**config.mk**
```make
export PLATFORM = sky130hd
export DESIGN_NAME = pc_gen
export DESIGN_NICKNAME = d
export VERILOG_FILES = /design/src/rtl/pc_pkg.sv /design/src/rtl/pc_redirect_buf.sv /design/src/rtl/pc_gen.sv
export SDC_FILE = /design/constraint.sdc
export NUM_CORES = 1
export LEC_CHECK = 0
export ABC_AREA = 1
export ABC_CLOCK_PERIOD_IN_PS = 4300
export CAP_MARGIN = 0
export CORE_UTILIZATION = 54
export CTS_BUF_LIST = sky130_fd_sc_hd__clkbuf_4 sky130_fd_sc_hd__clkbuf_8
export CTS_CLUSTER_DIAMETER = 60
export DETAILED_ROUTE_END_ITERATION = 8
export PLACE_DENSITY_LB_ADDON = 0.12
export SYNTH_ARGS = -nofsm -noshare
export SYNTH_HDL_FRONTEND = slang
export SYNTH_SLANG_ARGS = --single-unit
```
**constraint.sdc**
```tcl
create_clock -name clk -period 4.3 [get_ports clk]
set_input_delay 0.43 -clock clk [delete_from_list [all_inputs] [get_ports clk]]
set_output_delay 0.43 -clock clk [all_outputs]
set_load 0.02 [all_outputs]
```
**src/rtl/pc_pkg.sv**
```systemverilog
// Shared fetch-stage definitions: next-PC select encodings and the step alignment helper.
package pc_pkg;

    localparam int unsigned NPC_OP_W = 3;

    // Any code other than NPC_PLUS4 redirects the PC to the supplied target.
    typedef enum logic [NPC_OP_W-1:0] {
        NPC_PLUS4  = 3'b000,
        NPC_BRANCH = 3'b001,
        NPC_JUMP   = 3'b010,
        NPC_JR     = 3'b011
    } npc_op_e;

    // Number of low address bits that must be zero for a STEP-aligned fetch.
    function automatic int unsigned step_shift(input int unsigned step);
        return $clog2(step);
    endfunction

endpackage

```
**src/rtl/pc_redirect_buf.sv**
```systemverilog
// One-entry buffer that remembers a redirect target that arrived while fetch was stalled.
module pc_redirect_buf
    import pc_pkg::*;
#(
    parameter int unsigned XLEN = 32
) (
    input  logic            clk,
    input  logic            rst,
    input  logic            load_i,
    input  logic            clear_i,
    input  logic [XLEN-1:0] target_i,
    output logic [XLEN-1:0] target_o,
    output logic            valid_o
);

    logic [XLEN-1:0] target_q, target_d;
    logic            valid_q, valid_d;

    // Clear wins over load; a new load simply overwrites an older target.
    always_comb begin
        target_d = target_q;
        valid_d  = valid_q;
        if (clear_i) begin
            target_d = '0;
            valid_d  = 1'b0;
        end else if (load_i) begin
            target_d = target_i;
            valid_d  = 1'b1;
        end
    end

    always_ff @(posedge clk) begin
        if (rst) begin
            target_q <= '0;
            valid_q  <= 1'b0;
        end else begin
            target_q <= target_d;
            valid_q  <= valid_d;
        end
    end

    assign target_o = target_q;
    assign valid_o  = valid_q;

endmodule

```
**src/rtl/pc_gen.sv**
```systemverilog
// Fetch-stage program counter: sequential step, redirects, trap entry/return and a
// stall-tolerant pending-redirect buffer. All outputs come straight from registers.
module pc_gen
    import pc_pkg::*;
#(
    parameter int unsigned      XLEN         = 32,
    parameter logic [XLEN-1:0]  RESET_VECTOR = 32'h0000_0000,
    parameter logic [XLEN-1:0]  TRAP_VECTOR  = 32'h0000_1000,
    parameter int unsigned      STEP         = 4
) (
    input  logic                clk,
    input  logic                rst,
    input  logic                stall,
    input  logic [NPC_OP_W-1:0] npc_op,
    input  logic [XLEN-1:0]     npc,
    input  logic                trap,
    input  logic [XLEN-1:0]     trap_epc,
    input  logic                eret,
    output logic [XLEN-1:0]     pc,
    output logic [XLEN-1:0]     epc,
    output logic                redirected,
    output logic                pend_valid
);

    localparam int unsigned     STEP_SH    = step_shift(STEP);
    localparam logic [XLEN-1:0] ALIGN_MASK = ~((XLEN'(1) << STEP_SH) - XLEN'(1));
    localparam logic [XLEN-1:0] RESET_PC   = RESET_VECTOR & ALIGN_MASK;
    localparam logic [XLEN-1:0] TRAP_PC    = TRAP_VECTOR & ALIGN_MASK;
    localparam logic [XLEN-1:0] STEP_INC   = XLEN'(STEP);

    logic [XLEN-1:0] pc_q, pc_d;
    logic [XLEN-1:0] epc_q, epc_d;
    logic            redir_q, redir_d;
    logic            buf_load, buf_clear;
    logic [XLEN-1:0] pend_target;
    logic            pend_valid_w;
    logic            is_redirect;
    logic [XLEN-1:0] npc_aligned;

    assign is_redirect = (npc_op != NPC_PLUS4);
    assign npc_aligned = npc & ALIGN_MASK;

    pc_redirect_buf #(
        .XLEN (XLEN)
    ) u_redirect_buf (
        .clk      (clk),
        .rst      (rst),
        .load_i   (buf_load),
        .clear_i  (buf_clear),
        .target_i (npc_aligned),
        .target_o (pend_target),
        .valid_o  (pend_valid_w)
    );

    // Priority: trap > eret > stall (buffer any redirect) > live redirect > pending > step.
    always_comb begin
        pc_d      = pc_q;
        epc_d     = epc_q;
        redir_d   = 1'b0;
        buf_load  = 1'b0;
        buf_clear = 1'b0;
        if (trap) begin
            pc_d      = TRAP_PC;
            epc_d     = trap_epc & ALIGN_MASK;
            buf_clear = 1'b1;
            redir_d   = 1'b1;
        end else if (eret) begin
            pc_d      = epc_q;
            buf_clear = 1'b1;
            redir_d   = 1'b1;
        end else if (stall) begin
            buf_load = is_redirect;
        end else if (is_redirect) begin
            pc_d      = npc_aligned;
            buf_clear = 1'b1;
            redir_d   = 1'b1;
        end else if (pend_valid_w) begin
            pc_d      = pend_target;
            buf_clear = 1'b1;
            redir_d   = 1'b1;
        end else begin
            pc_d = pc_q + STEP_INC;
        end
    end

    always_ff @(posedge clk) begin
        if (rst) begin
            pc_q    <= RESET_PC;
            epc_q   <= '0;
            redir_q <= 1'b0;
        end else begin
            pc_q    <= pc_d;
            epc_q   <= epc_d;
            redir_q <= redir_d;
        end
    end

    assign pc         = pc_q;
    assign epc        = epc_q;
    assign redirected = redir_q;
    assign pend_valid = pend_valid_w;

endmodule

```
==> run metrics <==
Port Buffer Count 131; worst-case clock buffer depth 2; required time reported for the critical path endpoint 4570 ps; period utilization 65.5%; post-synth cell types 39; All-Layer GR Usage 33.0%; Skew-Pair Late Insertion Delay 360 ps; 1st-pass router iterations 5; final antenna-violating net count 0; post-route DRC violation count 0; initial antenna violation count 0; final routed wirelength across all metal layers 16200 um; largest fanout of any net on the critical path 47; worst hold path stage count 2; Setup crit end kind register; worst-case headroom to the max-slew limit 33.1%; maximum clock frequency 0.355 GHz; total standard cell area after synthesis 5210 sq um; slew at the pin closest to its max-slew limit 1000 ps; TritonCTS buffer count 9; Sum Neg Setup Slack 0 ps; Seq cells post-synth 94; largest clock skew in the final design 12.0 ps; initial core utilization 56.1%; Hold Fails Final Rpt 0; fraction of final layout cells with drive strength greater than 1 5.23%; Post-DP HPWL 11900 um; average via count per standard cell 5.37; worst min path class reg2reg; clock-pin slew on the worst setup and hold paths 100 ps; clock tree from TritonCTS yes; share of total power in sequential cells 49.9%; kind of launch point of the worst setup path primary input; routed length per instance 15.5 um; Core Footprint 9280 sq um; utilization after layout 71.7%; violation count after the first detailed-routing iteration 397; Max-Cap Viols 0; fraction of power consumed by combinational cells 17.9%; number of enable flip-flop cells after synthesis 0; CTS-repair resized insts 0; switching part of the total power 29.5%; pin count of the biggest net entering global routing 48; static leakage 2.43 nW; unrepaired setup endpoints after global routing no; area share of the largest cell type after synthesis 36.1%; r2r worst-path depth 12; area added between synthesis and finish 27.8%; internal power of the cells 1.33 mW; most used standard cells in the synthesized netlist nand2_1 (243), a21oi_1 (113), dfxtp_1 (94); die extent in y 100 um; Pins Over Slew Limit 0; total placed cells including tap cells 1032; via count of the first global-routing pass 5206; P_sw 554 uW; overall via count from detail_route 5620; largest cells by area after synthesis dfxtp_1 (36%), nand2_1 (18%), a21oi_1 (11%); number of endpoints failing setup at the final stage 0; Post-Syn Instances 811; Async SR Flop Fraction 0%; average footprint of a synthesized cell 6.42 sq um; total gr overflow 0; Final Non-Filler Cells 1047; top-count cell post-synth nand2_1; total power draw 1.88 mW; Post-CTS Setup Repair Bufs 0; worst endpoint data arrival time 3080 ps; status finished, final reports clean; Worst Path Class, Setup in2reg; cts hold-fix bufs 0; root buffer cell clkbuf_8; number of H-tree branching levels 3; clock share of power 32.2%; diode count 0; Worst VDD drop 0.196 mV; minimum period implied by the final worst setup slack 2810 ps; count of warnings emitted by yosys 0; total power density per cell area 282 nW/um^2; leading register cell type out of synthesis dfxtp_1; count of boundary I/O pins 138; cell type with the largest total area after synthesis dfxtp_1; share of the yosys chip area belonging to registers 36.1%; floorplan die area 10000 sq um; first-pass GRT wire length 25900 um; number of nets in the layout 987; sinks on the clock net 94; number of core rows 35; final weighted congestion in routability-driven placement 0.903; die boundary width 100 um
placed cells by master (no fill, tap or decap), types with 2 or more instances in the layout:
cell and count:
a211oi_1 27, clkdlybuf4s50_1 131, clkbuf_8 9, nand2_2 4
or2_2 8, a21o_1 2, o211ai_1 2, conb_1 2
inv_1 77, xnor2_1 3, dfxtp_1 94, a31oi_1 3
nor2_4 4, inv_2 2, o21ai_0 34, inv_6 2
nor2_2 3, buf_4 7, nand3_1 50, a21oi_1 113
nor2_1 80, a21oi_2 2, xor2_1 2, nand2_1 243
layer usage:
metal	wire length [um]	GRT usage (%)	up-vias	share of wire (%)
met1	7570	46.6	2567	47
met5	0	0	-	0
met2	7030	51.5	230	43
met4	228	8.58	0	1.4
met3	1380	6.41	17	8.5
li1	-	-	2806	-
cell type report:
cell class / count / area [sq um]
tap: 129 / 161
fill: 811 / 2630
timing repair buffer: 139 / 1380
clock buffer: 9 / 124
sequential: 94 / 1880
clock inverter: 6 / 68.8
multi-input combinational: 591 / 2740
inverter: 79 / 297
flip-flops by register name (all words and copies together), names as in the netlist:
| signal | count |
|---|---|
| pc | 32 |
| redirected | 1 |
| epc | 30 |
| u_redirect_buf.target_o | 30 |
| u_redirect_buf.valid_o | 1 |
critical path, cell delays in order:
cell             delay (ps)
clkdlybuf4s50_1         450
buf_4                   360
nor2_2                   70
buf_4                   250
inv_2                   390
nor2_4                   90
nand2_1                 410
buf_12                  280
nor2_1                   60
a211oi_1                230
power by group through the flow:
stage / clock, mW / sequential, mW / combinational, mW
floorplan: 0 / 0.979 / 0.145
global placement: 0 / 0.955 / 0.323
detailed placement: 0 / 0.956 / 0.331
CTS: 0.606 / 0.936 / 0.333
global route: 0.648 / 0.942 / 0.364
finish: 0.605 / 0.938 / 0.336
logic make-up (layout without fill, tap and decap cells):
logic type,Yosys count,count (layout),synth area share [%]
buffers and inverters,127,233,11.3
DFF,94,94,36.1
adders and majority gates,1,1,0.240
and+or+nand+nor,395,395,31.2
xor gates and xnor gates,5,5,0.841
AOI/OAI and AO/OA,188,188,20.2
other,1,2,0.0720
worst paths after layout:
| path | start | to | slack (ps) |
|---|---|---|---|
| worst min-delay path | pc[1]$_SDFFE_PP0P_ | pc[1]$_SDFFE_PP0P_ | 430 |
| worst max register to register | pc[2]$_SDFFE_PP0P_ | pc[26]$_SDFFE_PP0P_ | 2190 |
| worst min register to register | pc[1]$_SDFFE_PP0P_ | pc[1]$_SDFFE_PP0P_ | 430 |
| worst max-delay path | eret | u_redirect_buf.target_o[18]$_SDFFE_PP0P_ | 1490 |
through the flow:
step / hold WS, ps / setup slack (ps) / area [sq um]
3_3_place_gp: 415 / 1280 / 6460
5_1_grt: 475 / 1330 / 6650
4_1_cts: 438 / 1550 / 6650
3_5_place_dp: 423 / 1180 / 6460
2_1_floorplan: 437 / 2640 / 5210
6_report: 433 / 1490 / 6650
No activity file was read; power rests on OpenSTA's default activity.
